<file path="config.mk">
export PLATFORM = sky130hd
export DESIGN_NAME = cmos_rgb565_capture
export DESIGN_NICKNAME = d
export VERILOG_FILES = /design/src/rtl/cmos_rgb565_capture.sv
export SDC_FILE = /design/constraint.sdc
export NUM_CORES = 1
export LEC_CHECK = 0
export BUFFER_PORTS_ARGS = -buffer_cell sky130_fd_sc_hd__buf_4
export CAP_MARGIN = 20
export CORE_MARGIN = 5
export CORE_UTILIZATION = 25
export CTS_CLUSTER_SIZE = 28
export DETAILED_ROUTE_END_ITERATION = 10
export PLACE_DENSITY = 0.4
export SLEW_MARGIN = 0
export SYNTH_ARGS = -nofsm -noshare
export SYNTH_HDL_FRONTEND = slang
export SYNTH_SLANG_ARGS = --single-unit
</file>
<file path="constraint.sdc">
create_clock -name clk -period 4.9 [get_ports clk]
set_input_delay 0.49 -clock clk [delete_from_list [all_inputs] [get_ports clk]]
set_output_delay 0.49 -clock clk [all_outputs]
set_load 0.01 [all_outputs]
</file>
<file path="src/rtl/cmos_rgb565_capture.sv">
// cmos_rgb565_capture: OV7670 DVP byte-pair capture into RGB565 words.
// Drops the first FRAME_SKIP frames after sensor init, then emits
// frame-aligned pixel strobes for the frame-buffer write port.
// Optional macro CMOS_FRAME_ERR_EN adds sticky line_err / frame_err outputs.
module cmos_rgb565_capture #(
    parameter int FRAME_SKIP = 10,
    parameter int H_DISP     = 640,
    parameter int V_DISP     = 480
) (
    input  logic        clk,
    input  logic        rst_n,
    input  logic        cmos_init_done,
    input  logic        cmos_vsync,
    input  logic        cmos_href,
    input  logic [7:0]  cmos_data,
    output logic        cmos_frame_clken,
    output logic [15:0] cmos_frame_data,
    output logic        cmos_frame_vsync,
    output logic        frame_valid,
    output logic [7:0]  frame_cnt
`ifdef CMOS_FRAME_ERR_EN
    ,
    output logic        line_err,
    output logic        frame_err
`endif
);

    localparam bit PARAMS_OK = (FRAME_SKIP >= 1) && (FRAME_SKIP <= 255) &&
                               (H_DISP >= 1) && (H_DISP < 2048) &&
                               (V_DISP >= 1) && (V_DISP < 1024);
    localparam logic [7:0] SKIP_N = 8'(FRAME_SKIP);

    generate
        if (!PARAMS_OK) begin : g_param_check
            $error("cmos_rgb565_capture: parameter out of range");
        end
    endgenerate

    typedef enum logic [1:0] {
        ST_WAIT_INIT,
        ST_SKIP,
        ST_CAPTURE
    } state_t;

    state_t      state, state_nxt;
    logic        s1_vsync, s1_vsync_d, s1_href;
    logic [7:0]  s1_data;
    logic        byte_flag;
    logic [7:0]  high_byte;
    logic        vs_rise;
    logic [7:0]  frame_cnt_inc;
    logic [7:0]  frame_cnt_nxt;
    logic        frame_valid_nxt;
    logic        clken_nxt;

    assign vs_rise          = s1_vsync & ~s1_vsync_d;
    assign frame_cnt_inc    = frame_cnt + 8'd1;
    assign cmos_frame_vsync = s1_vsync_d & frame_valid;

    // State register
    always_ff @(posedge clk or negedge rst_n) begin
        if (!rst_n) state <= ST_WAIT_INIT;
        else        state <= state_nxt;
    end

    // Next-state logic; losing init_done always returns to ST_WAIT_INIT
    always_comb begin
        state_nxt = state;
        if (!cmos_init_done) begin
            state_nxt = ST_WAIT_INIT;
        end else begin
            case (state)
                ST_WAIT_INIT: state_nxt = ST_SKIP;
                ST_SKIP:      if (vs_rise && frame_cnt_inc == SKIP_N) state_nxt = ST_CAPTURE;
                ST_CAPTURE:   state_nxt = ST_CAPTURE;
                default:      state_nxt = ST_WAIT_INIT;
            endcase
        end
    end

    // Output logic: frame counter / valid updates and pixel strobe request
    always_comb begin
        frame_cnt_nxt   = frame_cnt;
        frame_valid_nxt = frame_valid;
        clken_nxt       = 1'b0;
        if (!cmos_init_done) begin
            frame_cnt_nxt   = '0;
            frame_valid_nxt = 1'b0;
        end else begin
            case (state)
                ST_WAIT_INIT: begin
                    frame_cnt_nxt   = '0;
                    frame_valid_nxt = 1'b0;
                end
                ST_SKIP: begin
                    if (vs_rise) begin
                        frame_cnt_nxt = frame_cnt_inc;
                        if (frame_cnt_inc == SKIP_N) frame_valid_nxt = 1'b1;
                    end
                end
                ST_CAPTURE: begin
                    frame_cnt_nxt   = SKIP_N;
                    frame_valid_nxt = 1'b1;
                    clken_nxt       = s1_href & byte_flag;
                end
                default: begin
                    frame_cnt_nxt   = '0;
                    frame_valid_nxt = 1'b0;
                end
            endcase
        end
    end

    // Input registers, byte pairing and registered outputs
    always_ff @(posedge clk or negedge rst_n) begin
        if (!rst_n) begin
            s1_vsync         <= 1'b0;
            s1_vsync_d       <= 1'b0;
            s1_href          <= 1'b0;
            s1_data          <= '0;
            byte_flag        <= 1'b0;
            high_byte        <= '0;
            cmos_frame_clken <= 1'b0;
            cmos_frame_data  <= '0;
            frame_cnt        <= '0;
            frame_valid      <= 1'b0;
        end else begin
            s1_vsync    <= cmos_vsync;
            s1_vsync_d  <= s1_vsync;
            s1_href     <= cmos_href;
            s1_data     <= cmos_data;
            frame_cnt   <= frame_cnt_nxt;
            frame_valid <= frame_valid_nxt;
            if (!cmos_init_done || !s1_href) byte_flag <= 1'b0;
            else                             byte_flag <= ~byte_flag;
            if (s1_href && !byte_flag) high_byte <= s1_data;
            cmos_frame_clken <= clken_nxt;
            if (clken_nxt) cmos_frame_data <= {high_byte, s1_data};
        end
    end

`ifdef CMOS_FRAME_ERR_EN
    logic        s1_href_d;
    logic        href_fall;
    logic [10:0] pix_cnt;
    logic [9:0]  line_cnt;
    logic        cap_armed;

    assign href_fall = s1_href_d & ~s1_href;

    // Saturating pixel/line counters; vs_rise has priority over href activity
    always_ff @(posedge clk or negedge rst_n) begin
        if (!rst_n) begin
            s1_href_d <= 1'b0;
            pix_cnt   <= '0;
            line_cnt  <= '0;
        end else begin
            s1_href_d <= s1_href;
            if (vs_rise || href_fall)                     pix_cnt <= '0;
            else if (s1_href && byte_flag && pix_cnt != '1) pix_cnt <= pix_cnt + 11'd1;
            if (vs_rise)                                  line_cnt <= '0;
            else if (href_fall && line_cnt != '1)         line_cnt <= line_cnt + 10'd1;
        end
    end

    // Sticky geometry errors, checked only while capturing
    always_ff @(posedge clk or negedge rst_n) begin
        if (!rst_n) begin
            line_err  <= 1'b0;
            frame_err <= 1'b0;
            cap_armed <= 1'b0;
        end else if (state == ST_WAIT_INIT) begin
            line_err  <= 1'b0;
            frame_err <= 1'b0;
            cap_armed <= 1'b0;
        end else if (state == ST_CAPTURE) begin
            if (href_fall && (pix_cnt != 11'(H_DISP) || byte_flag)) line_err <= 1'b1;
            if (vs_rise) begin
                cap_armed <= 1'b1;
                if (cap_armed && line_cnt != 10'(V_DISP)) frame_err <= 1'b1;
            end
        end else begin
            cap_armed <= 1'b0;
        end
    end
`endif

endmodule

</file>
# --- Word-level counts from Yosys, hierarchy flattened ---
# Cells that the tools add are included.
totals:
  elab_cells: 44
  input_bits: 13
  ff_bits: 48
  out_inout_bits: 27
classes:
  eq_ne: 6
  n_mux: 13
  bitwise: 5
  n_reduce_logical: 8
  n_addsub: 1
op_table:
  columns: ["cell", "n"]
  rows:
  - ["two-way mux 8 bit", 2]
  - ["case mux 8 bit (2 select lines)", 1]
  - ["!= test 3 bit, second input constant", 3]
  - ["adder 8 x 1 -> 8 bit, second input constant", 1]
  - ["equality test 8 x 4 -> 1 bit, second input constant", 1]
  - ["two-way mux 1 bit", 6]
  - ["case mux 2 bit (3 select lines)", 1]
  - ["two-way mux 2 bit", 2]
  - ["bitwise AND 1 bit", 3]
  - ["zero test 1 bit", 3]
  - ["equality test 2 x 1 -> 1 bit, second input constant", 1]
  - ["equality test 2 bit, second input constant", 1]
  - ["logical AND 1 bit", 2]
  - ["zero test 2 bit", 1]
  - ["NOT 1 bit", 2]
  - ["case mux 1 bit (2 select lines)", 1]
  - ["AND reduction 2 bit", 1]
  - ["logical OR 1 bit", 1]

# --- Longest topological paths before layout ---
depth:
  word_depth: 6
  mapped_depth: 7
  depth_no_buf: 6

# --- Least setup slack after synthesis ---
# OpenSTA, ideal clock, no wires.
synth_timing:
  path_type: "register -> register"
  start: "register frame_cnt[0]"
  end: "register frame_valid"
  slack_ps: 3097
  path_stages_with_launch: 7
  required_time_ps: 4772
  t_arrival_ps: 1676
  setup_ps: 128
  n_path_buf: 0
  cell_sequence: "dfrtp_1 -> ha_1 -> nand2_1 -> or3_1 -> nand4_1 -> o21bai_2 -> mux2_1"
synth_via:
  elab_chain_cells: 4
synth_rtl:
  columns: ["item", "line", "text"]
  rows:
  - ["from (decl)", "20", "output logic [7:0] frame_cnt"]
  - ["from (signal assigned)", "132", "frame_cnt <= frame_cnt_nxt;"]
  - ["adder 8 x 1 -> 8 bit", "57", "assign frame_cnt_inc = frame_cnt + 8'd1;"]
  - ["equality test 8 x 4 -> 1 bit", "98", "if (frame_cnt_inc == SKIP_N) frame_valid_nxt = 1'b1;"]
  - ["!= test 3 bit (no line)", null, null]
  - ["AND reduction 2 bit (no line)", null, null]
  - ["to (signal assigned)", "133", "frame_valid <= frame_valid_nxt;"]
  - ["to (decl)", "19", "output logic frame_valid,"]
# Every way passes these cells.
# A chain may end at the register's enable or synchronous reset.

# --- Final worst setup path ---
layout_timing:
  start: "register state[0]"
  end: "register cmos_frame_data[5]"
layout_via:
  elab_chain_cells: 3
layout_rtl:
  columns: ["item", "line", "text"]
  rows:
  - ["from (decl)", "45", "state_t state, state_nxt;"]
  - ["from (signal assigned)", "63", "else state <= state_nxt;"]
  - ["equality test 2 bit", "90", "case (state)"]
  - ["two-way mux 1 bit", "90", null]
  - ["two-way mux 1 bit", "86", "if (!cmos_init_done) begin"]
  - ["to (signal assigned)", "138", "if (clken_nxt) cmos_frame_data <= {high_byte, s1_data};"]
  - ["to (decl)", "17", "output logic [15:0] cmos_frame_data,"]
# Every way passes these cells.

==> impl_metrics.yaml <==
yosys:
  yosysMostFrequentCell: "nand2_1"
  synth_cell_types: 29
  synthCells: 181
  yosys_warnings: 0
  synth_area_um2: 1960
  async_flop_share_pct: 100
  avgSynthCellArea_um2: 10.8
  yosys.area.top_type_share_pct: 61.2
  ys_seq_area_share_pct: 61.2
  ys_ff_latch: 48
  yosys.area.top_type: "dfrtp_1"
  synth_nets: 199
  synthFlopType: "dfrtp_1"
  yosys-top-cells-area: "dfrtp_1 (61%), nand2_1 (11%), mux2_2 (4.6%)"
  synth-edff-count: 0
  netlist_top_cells_count: "nand2_1 (56), dfrtp_1 (48), o21ai_0 (9), mux2_2 (8)"
power:
  ir_drop_mv: 0.203
  leakage_nw: 1.17
  power.density_nw_per_um2: 442
clocking:
  clock_latency_ns: 0.30
  clock_sinks: 48
  cts_hold_buf: 0
  clk_pin_slew_worst_paths_ns: 0.09
  post-cts-setup-buffers: 0
  cts_tree: "done"
  cts_max_path_buffers: 2
  htreeDepth: 2
  cts_root_buf: "clkbuf_8"
  numCtsBuffers: 5
  cts-resized-gates: 0
routing:
  first_pass_iters: 4
  wl_per_cell_um: 13.0
  drc_errors: 0
  drtIter0Drc: 51
  vias_per_cell: 4.22
  postRouteAntennaNets: 0
  vias: 1366
  routed_wl_um: 4210
placement:
  dp_hpwl_um: 2910
  placed_area_um2: 2350
  io_buffers: 39
  globalplace.congestion: 0.762
cells_and_area:
  fin_util_pct: 31.9
  area_growth_syn_to_layout_pct: 24.8
  drive_gt1_share_pct: 25.7
  stdcell_area_um2: 2450
  fin_nets: 239
  n_antenna_cell: 0
worst_setup_path:
  crit_buf_inv: 2
  path_class: "flip-flop to flip-flop"
  start_kind: "flip-flop"
  arrival_ns: 2.38
  path_delay_family: "simple AND/OR/NAND/NOR gates"
  critical-path-slowest-cell: "clkinv_1"
  required_ns: 5.08
  cpMostUsedCell: "nand2_1"
  worst_setup_path_end_kind: "flip-flop"
  crit_chain: "inv_1 > ha_1 > nand4_1 > clkinv_1 > nand2_1 > nand2_1"
  slowest_delay_ns: 0.61
  worstPathMaxFanout: 17
global_routing:
  global_route.usage.met3_pct: 3.11
  use_met2_pct: 14.6
  grtUsageMet1_pct: 12.1
  grt.overflow.total: 0
  grt_pass1_wl_um: 7220
  grt_max_degree: 49
  grt_antenna_before_repair: 0
  grt_pass1_vias: 1481
  track_usage_pct: 9.26
  grt_busiest_layer: "met2"
timing:
  setup_violations: 0
  hold_viol_final: 0
  rsz0062_at_grt: "false"
  min_period_ns: 2.20
  slew_headroom_pct: 40.9
  drv_slew: 0
  period_share_pct: 44.9
  fmax_ghz: 0.455
  worstMarginPinSlew_ns: 0.885
  timing.clock.skew_ns: 0.00772
  fin_tns_setup_ns: 0
floorplanning:
  ios: 40
  fp.dieW_um: 98.6
  die_y_um: 98.6
  die_area_um2: 9720
  core-area_um2: 7690
  std_cell_rows: 32
  initial_utilization_pct: 25.5
hold_path:
  hold_class: "input port to asynchronous set/reset pin"
run:
  max_cap_viol_count: 0
outcome:
  status: "completed"
## state kept, by name (all words and copies together), names as in the netlist
name / flops
s1_data: 8
frame_valid: 1
s1_href: 1
frame_cnt: 8
cmos_frame_data: 16
s1_vsync_d: 1
cmos_frame_clken: 1
state: 2
byte_flag: 1
s1_vsync: 1
high_byte: 8
## report_power, final
group | switching (mW) | internal [mW]
combinational | 0.150 | 0.148
sequential | 0.0585 | 0.480
clock | 0.133 | 0.114
total | 0.341 | 0.742
## layout by cell type, fill, tap and decap left out, types with 3 or more instances in the layout
cell type	count
xnor2_1	4
dfrtp_1	48
nand2_1	56
ha_1	5
nor2_1	5
clkbuf_8	6
a21oi_1	4
nor2b_1	4
or3_1	4
o21ai_0	9
nand4_1	4
mux2_2	8
inv_1	4
buf_4	39
and2_1	3
## layout make-up
cell class,instances,area (µm²)
repair buffers,39,293
flip-flops and latches,48,1200
clock inverters,2,15.0
multi-input cells,122,711
fillers,825,5240
inverters,5,18.8
clock buffers,6,82.6
well taps,102,128
## through the flow
stage          worst slack (ns)  instances  power [mW]  hold WS, ns
4_1_cts                    2.61        324        1.11        0.217
6_report                   2.70        324        1.08        0.203
3_5_place_dp               2.64        316       0.854        0.437
2_1_floorplan              3.10        181       0.686        0.194
5_1_grt                    2.33        324        1.17        0.241
3_3_place_gp               2.67        316       0.856        0.424
## kinds of logic after synthesis
kind of cell               count (synthesis)  synth area share, %
AOI/OAI and AO/OA                         16                 4.72
adders and majority gates                  5                 3.19
xor gates and xnor gates                   5                 2.23
DFF                                       48                 61.2
buffers and inverters                     11                 2.55
muxes                                     11                 6.25
and+or+nand+nor                           85                 19.8
## final timing paths
path | start | endpoint | slack (ns) | depth (start not counted)
worst max-delay path | state[0]$_DFFE_PN0P_ | cmos_frame_data[5]$_DFFE_PN0P_ | 2.70 | 6
worst min-delay path | rst_n | frame_valid$_DFFE_PN0P_ | 0.20 | 1
worst max register to register | state[0]$_DFFE_PN0P_ | cmos_frame_data[5]$_DFFE_PN0P_ | 2.70 | 6
worst min register to register | s1_vsync$_DFF_PN0_ | s1_vsync_d$_DFF_PN0_ | 0.43 | 0
max in group asynchronous | rst_n | frame_cnt[7]$_DFFE_PN0P_ | 4.27 | 1
min in group clk | cmos_data[0] | s1_data[0]$_DFF_PN0_ | 0.29 | 1
## layer usage
layer	wire, µm	part of all wire [%]
met5	0	0
met4	37	0.88
met3	215	5.1
met2	1990	47
met1	1970	47
(Power assumes the default switching activity.)
